`config.mk`:
```
export PLATFORM = sky130hd
export DESIGN_NAME = tx_frame_sequencer
export DESIGN_NICKNAME = d
export VERILOG_FILES = /design/src/rtl/tx_frame_sequencer.sv
export SDC_FILE = /design/constraint.sdc
export NUM_CORES = 1
export LEC_CHECK = 0
export ABC_AREA = 0
export CAP_MARGIN = 20
export CORE_MARGIN = 2
export CORE_UTILIZATION = 49
export CTS_CLUSTER_DIAMETER = 120
export DETAILED_ROUTE_END_ITERATION = 7
export PLACE_DENSITY = 0.87
export SLEW_MARGIN = 20
export SYNTH_ARGS = -nofsm -noshare
export SYNTH_HDL_FRONTEND = slang
export SYNTH_SLANG_ARGS = --single-unit
```
`constraint.sdc`:
```
create_clock -name CLK -period 2.8 [get_ports CLK]
set_input_delay 0.7 -clock CLK [delete_from_list [all_inputs] [get_ports CLK]]
set_output_delay 0.7 -clock CLK [all_outputs]
set_load 0.01 [all_outputs]
```
`src/rtl/tx_frame_sequencer.sv`:
```
// Serial transmit frame sequencer: START, DATA, optional PARITY, STOP, advanced by bit-period pulses.
// Optional PARITY phase compiled in with `define TX_PARITY_EN (default build: no parity).
//   phase | meaning
//   0     | IDLE   - waiting for start
//   1     | START  - start bit period
//   2     | DATA   - data bit periods, bit_idx 0..DATA_BITS-1
//   3     | PARITY - parity bit period (TX_PARITY_EN only)
//   4     | STOP   - stop bit periods, bit_idx 0..STOP_BITS-1
module tx_frame_sequencer #(
  parameter int DATA_BITS = 8,
  parameter int STOP_BITS = 1,
  parameter int FCNT_W    = 8
) (
  input  logic              CLK,
  input  logic              SRST,
  input  logic              EN,
  input  logic              BitDone,
  input  logic              tx_en,
  input  logic              BYCRST,
  input  logic              start,
  output logic [3:0]        bit_idx,
  output logic [2:0]        phase,
  output logic              busy,
  output logic              frame_done,
  output logic [FCNT_W-1:0] frame_cnt
);

  localparam logic [2:0] PH_IDLE   = 3'd0;
  localparam logic [2:0] PH_START  = 3'd1;
  localparam logic [2:0] PH_DATA   = 3'd2;
  localparam logic [2:0] PH_PARITY = 3'd3;
  localparam logic [2:0] PH_STOP   = 3'd4;

`ifdef TX_PARITY_EN
  localparam logic [2:0] PH_DATA_EXIT = PH_PARITY;
`else
  localparam logic [2:0] PH_DATA_EXIT = PH_STOP;
`endif

  localparam logic [3:0] DATA_LAST = 4'(DATA_BITS - 1);
  localparam logic [3:0] STOP_LAST = 4'(STOP_BITS - 1);

  logic [2:0]        phase_q, phase_d;
  logic [3:0]        idx_q, idx_d;
  logic              busy_q;
  logic              done_q, done_d;
  logic [FCNT_W-1:0] cnt_q, cnt_d;
  logic              adv;

  assign adv = EN & BitDone & tx_en;

  always_ff @(posedge CLK) begin
    if (SRST) begin
      phase_q <= PH_IDLE;
      idx_q   <= 4'd0;
      busy_q  <= 1'b0;
      done_q  <= 1'b0;
      cnt_q   <= '0;
    end else begin
      phase_q <= phase_d;
      idx_q   <= idx_d;
      busy_q  <= (phase_d != PH_IDLE);
      done_q  <= done_d;
      cnt_q   <= cnt_d;
    end
  end

  always_comb begin
    phase_d = phase_q;
    idx_d   = idx_q;
    done_d  = 1'b0;
    cnt_d   = cnt_q;
    if (!BYCRST) begin
      phase_d = PH_IDLE;
      idx_d   = 4'd0;
    end else if (phase_q == PH_IDLE) begin
      // adv has no meaning in IDLE, so only start can leave it
      if (start && tx_en) begin
        phase_d = PH_START;
        idx_d   = 4'd0;
      end
    end else if (adv) begin
      case (phase_q)
        PH_START: begin
          phase_d = PH_DATA;
          idx_d   = 4'd0;
        end
        PH_DATA: begin
          if (idx_q == DATA_LAST) begin
            phase_d = PH_DATA_EXIT;
            idx_d   = 4'd0;
          end else begin
            idx_d = idx_q + 4'd1;
          end
        end
        PH_PARITY: begin
          phase_d = PH_STOP;
          idx_d   = 4'd0;
        end
        PH_STOP: begin
          if (idx_q == STOP_LAST) begin
            phase_d = PH_IDLE;
            idx_d   = 4'd0;
            done_d  = 1'b1;
            cnt_d   = cnt_q + 1'b1;
          end else begin
            idx_d = idx_q + 4'd1;
          end
        end
        default: begin
          phase_d = PH_IDLE;
          idx_d   = 4'd0;
        end
      endcase
    end
  end

  always_comb begin
    phase      = phase_q;
    bit_idx    = idx_q;
    busy       = busy_q;
    frame_done = done_q;
    frame_cnt  = cnt_q;
  end

endmodule

```
==> metrics.cfg, run 1 <==
[synth]
async_reset_ff_frac=0
netlist.area_leader.share=0.3942
yosysMostFrequentCell=dfxtp_1
synth.distinct_cells=31
syn_area_um2=863.3
ys_seq_area_frac=0.3942
synth_top_cells_by_area=dfxtp_1 (39%), nor2_1 (5.2%), ha_1 (4.3%), a21oi_1 (4.1%), nand3_1 (4.1%)
yosys.area.top_type=dfxtp_1
synthFlopType=dfxtp_1
ys_ff_latch=17
yosys_warnings=0
synth_edf_count=0
synthCells=100
mappedNetlistNets=110
syn_area_per_cell_um2=8.633
ys_top_cells_by_count=dfxtp_1 (17), nor2_1 (12), a21oi_1 (7), nand3_1 (7), o21ai_0 (6)

[sta]
rsz0062_at_grt=no
hold_viol=0
clock_skew_ps=1.140
tns_ps=0
slew_violations=0
setup_viol=0
min_period_ps=2106
slew_headroom=0.7023
fin_crit_sh=0.7522
max_freq_mhz=474.8
worstMarginPinSlew_ps=444.9

[clocking]
clock_sinks=17
path_clk_slew_ps=100
cts_root_buf=clkbuf_4
cts_hold_buf=0
cts_setup_buffers=0
post_cts_resized=0
clockBufferDepth=2
cts_tree=built
insertion_delay_ps=290
h-tree-depth=1
numCtsBuffers=3

[die]
coreArea_mm2=0.001689
start_util=0.5111
num_rows=15
die-area_mm2=0.002114
die_h_um=45.98
io_pins=24
die_x_um=45.98

[global_routing]
antenna_found_initial=0
grt_max_degree=11
first_global_vias=720
overflow=0
grtUsageTotal=0.2057
grt_pass1_wl_um=3063

[placed_design]
dp_hpwl_um=1465
globalplace.congestion=0.8140
place_area_mm2=0.001096
io_buffer_count=23

[worst_setup_path]
cp_top_family=buffers and inverters
arrival_ps=1410
cp.required_ps=2100
crit_path_end_kind=primary output
cp-start-kind=flip-flop
path_depth=1
rrSetupSlack_ps=990
reg2reg_depth=6
cp_num_buf_inv=1
cp_slowest_cell=clkdlybuf4s50_1
crit_end=phase[0]
cpPeakStageDelay_ps=600
crit_chain=clkdlybuf4s50_1
setup.worst_path.start=phase[0]
timing.rr.start=bit_idx[0]
reg2reg_to=frame_cnt[6]
path_max_fanout=10
crit_type=flip-flop to primary output

[run_status]
status=completed

[job]
cap_violations=0

[drt]
drc_errors=0
avgViaCountPerCell=5.866
wl_per_cell_um=13.90
drt_iter0_drc=15
antenna_left=0
drtPass1Iterations=4
routed_wl_um=1974
vias=833

[cells_and_area]
final_area_mm2=0.001122
layout-drive-gt1-share=0.05600
fin_nets=136
num_antenna_cells=0
nFillCells=136
area_growth_pct=30.00

[power]
ir_worst_vdd_v=0.0002514
power_leakage_nw=0.4002
powerDensity_mw_per_mm2=361.6

[worst_hold_path]
hp-class=flip-flop to flip-flop
worstHoldPathCells=2

[how the worst min path moves through the flow]
stage / start / endpoint / slack [ps]
2_1_floorplan: frame_cnt[7] / frame_cnt[7] / 500
3_3_place_gp: frame_cnt[7] / frame_cnt[7] / 480
3_5_place_dp: frame_cnt[7] / frame_cnt[7] / 500
4_1_cts: frame_cnt[7] / frame_cnt[7] / 510
5_1_grt: frame_cnt[6] / frame_cnt[6] / 520
6_report: frame_cnt[7] / frame_cnt[7] / 510
[sequential cells by signal, indices dropped and copies added (netlist names)]
| name | flops |
|---|---|
| phase | 3 |
| frame_done | 1 |
| frame_cnt | 8 |
| busy | 1 |
| bit_idx | 4 |
[stage by stage]
stage	total power [mW]	hold WS [ps]	instances	utilization	worst slack (ps)
6_report	0.4059	510.3	142	0.6644	693.7
5_1_grt	0.4207	524.3	142	0.6644	636.6
4_1_cts	0.4066	511.8	142	0.6644	698.8
3_5_place_dp	0.2771	495.9	138	0.6489	481.7
3_3_place_gp	0.2764	481.8	138	0.6489	533.4
2_1_floorplan	0.2640	499.5	100	-	1097
[power breakdown]
| part | internal, mW | total [mW] | switching [mW] |
|---|---|---|---|
| clock | 0.0554 | 0.134 | 0.0788 |
| sequential | 0.243 | 0.244 | 0.00143 |
| combinational | 0.0145 | 0.0276 | 0.0131 |
[cells in the final DEF (no fill, tap or decap), drive strengths merged, types with 2 or more instances in the layout]
cell type      netlist  routed
a21oi                7       7
nand4b               2       2
nand2                5       5
a31oi                2       2
ha                   3       3
nand4                5       5
nand3                7       7
and3b                2       2
xor2                 3       3
dfxtp               17      17
inv                  3       3
nand2b               3       3
nor2                12      12
clkbuf               1       4
o21ai                6       6
nor3                 3       3
clkdlybuf4s50        0      23
or3                  2       2
and3                 3       3
[area by class of cell]
cell class | instances | area, um2 | area share
well taps | 17 | 21.27 | 0.01895
inverters | 3 | 11.26 | 0.01003
flip-flops and latches | 17 | 340.3 | 0.3032
repair buffers | 24 | 237.7 | 0.2118
multi-input cells | 77 | 485.5 | 0.4326
clock buffers | 4 | 26.28 | 0.02341
[routing by layer]
layer | share of wire | GRT usage | vias to the layer above | wire length [um]
li1 | - | - | 418 | -
met1 | 0.44 | 0.2324 | 394 | 868
met2 | 0.50 | 0.3472 | 17 | 991
met3 | 0.036 | 0.05556 | 4 | 71
met4 | 0.021 | 0.1086 | 0 | 42
met5 | 0 | 0 | - | 0
[cells by family after synthesis]
family,count (synthesis),share of synthesized area
AO/OA/AOI/OAI,21,0.1435
XOR/XNOR,4,0.04059
adder cells (fa/ha/maj),3,0.04348
buffers and inverters,6,0.04347
flip-flops,17,0.3942
multiplexers,1,0.01159
AND/OR/NAND/NOR,48,0.3232
Power figures use the tool's default switching activity.
==> inputs of run 2 (changes only) <==
--- a/config.mk
+++ b/config.mk
@@ -8,10 +8,10 @@
 export ABC_AREA = 0
 export CAP_MARGIN = 20
 export CORE_MARGIN = 2
-export CORE_UTILIZATION = 49
+export CORE_UTILIZATION = 41
 export CTS_CLUSTER_DIAMETER = 120
 export DETAILED_ROUTE_END_ITERATION = 7
-export PLACE_DENSITY = 0.87
+export PLACE_DENSITY = 0.79
 export SLEW_MARGIN = 20
 export SYNTH_ARGS = -nofsm -noshare
 export SYNTH_HDL_FRONTEND = slang
==> constraint.sdc (replaced) <==
create_clock -name CLK -period 1.9 [get_ports CLK]
set_input_delay 0.475 -clock CLK [delete_from_list [all_inputs] [get_ports CLK]]
set_output_delay 0.475 -clock CLK [all_outputs]
set_load 0.01 [all_outputs]
==> run 2 against run 1 <==
- clock power up 45%
- via count is 2.4% higher
- clock-buffer cell count is 1 lower
- cell count up 12%
- core utilization decreased by 6.3 points
- setup slack worse by 630 ps
- register-to-register slack lost 790 ps
- first-iteration DRC count rose by 60%
- combinational power up 74%
- total power up 48%
- highest routed layer unchanged
- die area is 18% higher
- wire length fell by 1.8%
==> metrics.cfg, run 2 (synthesis gave the netlist of run 1 again) <==
[global_routing]
overflow=0
grt_max_degree=11
antenna_found_initial=0
first_global_vias=787
grt_pass1_wl_um=3443
grtUsageTotal=0.1746

[clocking]
clock_sinks=17
clockBufferDepth=2
numCtsBuffers=3
insertion_delay_ps=290
cts_tree=built
cts_root_buf=clkbuf_4
h-tree-depth=1
path_clk_slew_ps=110

[worst_setup_path]
cp.required_ps=1420
crit_chain=clkdlybuf4s50_1
cp-start-kind=flip-flop
cpPeakStageDelay_ps=590
crit_type=flip-flop to primary output
cp_num_buf_inv=1
path_max_fanout=7
arrival_ps=1360
cp_slowest_cell=clkdlybuf4s50_1
cp_top_family=buffers and inverters
crit_path_end_kind=primary output

[sta]
setup_viol=0
max_freq_mhz=544.8
hold_viol=0
min_period_ps=1836
worstMarginPinSlew_ps=346.0
slew_headroom=0.7694
rsz0062_at_grt=no
slew_violations=0
fin_crit_sh=0.9661
setup_ws_ps=64.42
clock_skew_ps=10.64

[cells_and_area]
regArea_um2=342.8
final_common_cell=clkdlybuf4s50_1
area_growth_pct=37.97
fin_nets=143
layout_common_cells=clkdlybuf4s50_1 (23), dfxtp_1 (15), nor2_1 (12)
num_antenna_cells=0
layout-drive-gt1-share=0.1288
nFillCells=173
multi_input_area_um2=485.5
final_area_mm2=0.001191
largest_reg_flops=8
finalNonFillerCells=159

[drt]
drc_errors=0
routed_wl_um=1938
wl_per_cell_um=12.19
drtPass1Iterations=4
avgViaCountPerCell=5.365
vias=853
drt_iter0_drc=24
antenna_left=0

[die]
die-area_mm2=0.002489
die_h_um=49.89
coreArea_mm2=0.001982
die_x_um=49.89
num_rows=16
start_util=0.4356
io_pins=24

[placed_design]
place_area_mm2=0.001161
placed_cells=155
dpl_worst_slack_ps=-128.8
io_buffer_count=23
dp_hpwl_um=1491
globalplace.congestion=0.7932

[power]
p_switching_mw=0.1382
clockPowerShare=0.322
intPower_mw=0.4632
swShare=0.2298
total_power_mw=0.6014
p_seq_frac=0.598
pwr-share-comb=0.080
ir_worst_vdd_v=0.0003543
power_leakage_nw=0.4364
powerDensity_mw_per_mm2=504.9

[job]
cap_violations=0

[run_status]
status=completed

[worst_hold_path]
hp-class=flip-flop to flip-flop

-- run 2: changes by cell type in the layout (fill, tap and decap cells not counted) --
cell | before | now
buf_4 | 1 | 8
dfxtp_2 | 0 | 2
dfxtp_1 | 17 | 15
clkbuf_1 | 1 | 0
clkinv_2 | 0 | 1
-- run 2: timing repair --
action | 4_1_cts | 5_1_grt
setup endpoints to repair | 0 | 2
resized for setup | 0 | 2
hold buffers | 0 | 0
buffers inserted | 0 | 0
-- run 2: final timing paths --
check / end / start / cells after the start / slack (ps)
worst max-delay path: bit_idx[2] / bit_idx[2] / 1 / 60
worst min-delay path: frame_cnt[7] / frame_cnt[7] / 2 / 510
worst max register to register: frame_cnt[7] / bit_idx[0] / 6 / 200
worst min register to register: frame_cnt[7] / frame_cnt[7] / 2 / 510
-- run 2: routing by layer --
metal / track usage / routed length, um / vias up
met5: 0 / 0 / -
met4: 0.07870 / 17 / 0
met3: 0.03030 / 75 / 2
met2: 0.2733 / 995 / 24
met1: 0.2328 / 851 / 391
li1: - / - / 436
-- run 2: power groups by stage --
stage	registers [mW]	logic, mW	clock network, mW
floorplan	0.367	0.0217	0
global placement	0.368	0.0468	0
detailed placement	0.368	0.0476	0
CTS	0.360	0.0478	0.198
global route	0.360	0.0520	0.215
finish	0.360	0.0479	0.194
-- run 2: stage by stage --
| stage | hold WS, ps | TNS (ps) | utilization |
|---|---|---|---|
| 2_1_floorplan | 499.5 | 0 | - |
| 3_5_place_dp | 503.4 | -345.8 | 0.5859 |
| 6_report | 512.2 | 0 | 0.6010 |
| 4_1_cts | 518.0 | 0 | 0.5997 |
| 3_3_place_gp | 476.3 | -132.5 | 0.5859 |
| 5_1_grt | 539.1 | 0 | 0.6010 |
-- run 2: layout make-up --
class / count / share of cell area
clock buffers: 3 / 0.01891
repair buffers: 31 / 0.2437
flip-flops and latches: 17 / 0.2878
inverters: 3 / 0.009454
well taps: 27 / 0.02836
multi-input cells: 77 / 0.4076
clock inverters: 1 / 0.004202
==> inputs of run 3 (changes only) <==
--- a/config.mk
+++ b/config.mk
@@ -10,6 +10,7 @@
 export CORE_MARGIN = 2
 export CORE_UTILIZATION = 41
 export CTS_CLUSTER_DIAMETER = 120
+export CTS_CLUSTER_SIZE = 12
 export DETAILED_ROUTE_END_ITERATION = 7
 export PLACE_DENSITY = 0.79
 export SLEW_MARGIN = 20
==> results of run 3 <==
Same layout as run 2: the final DEF is identical, and so are final timing and power.
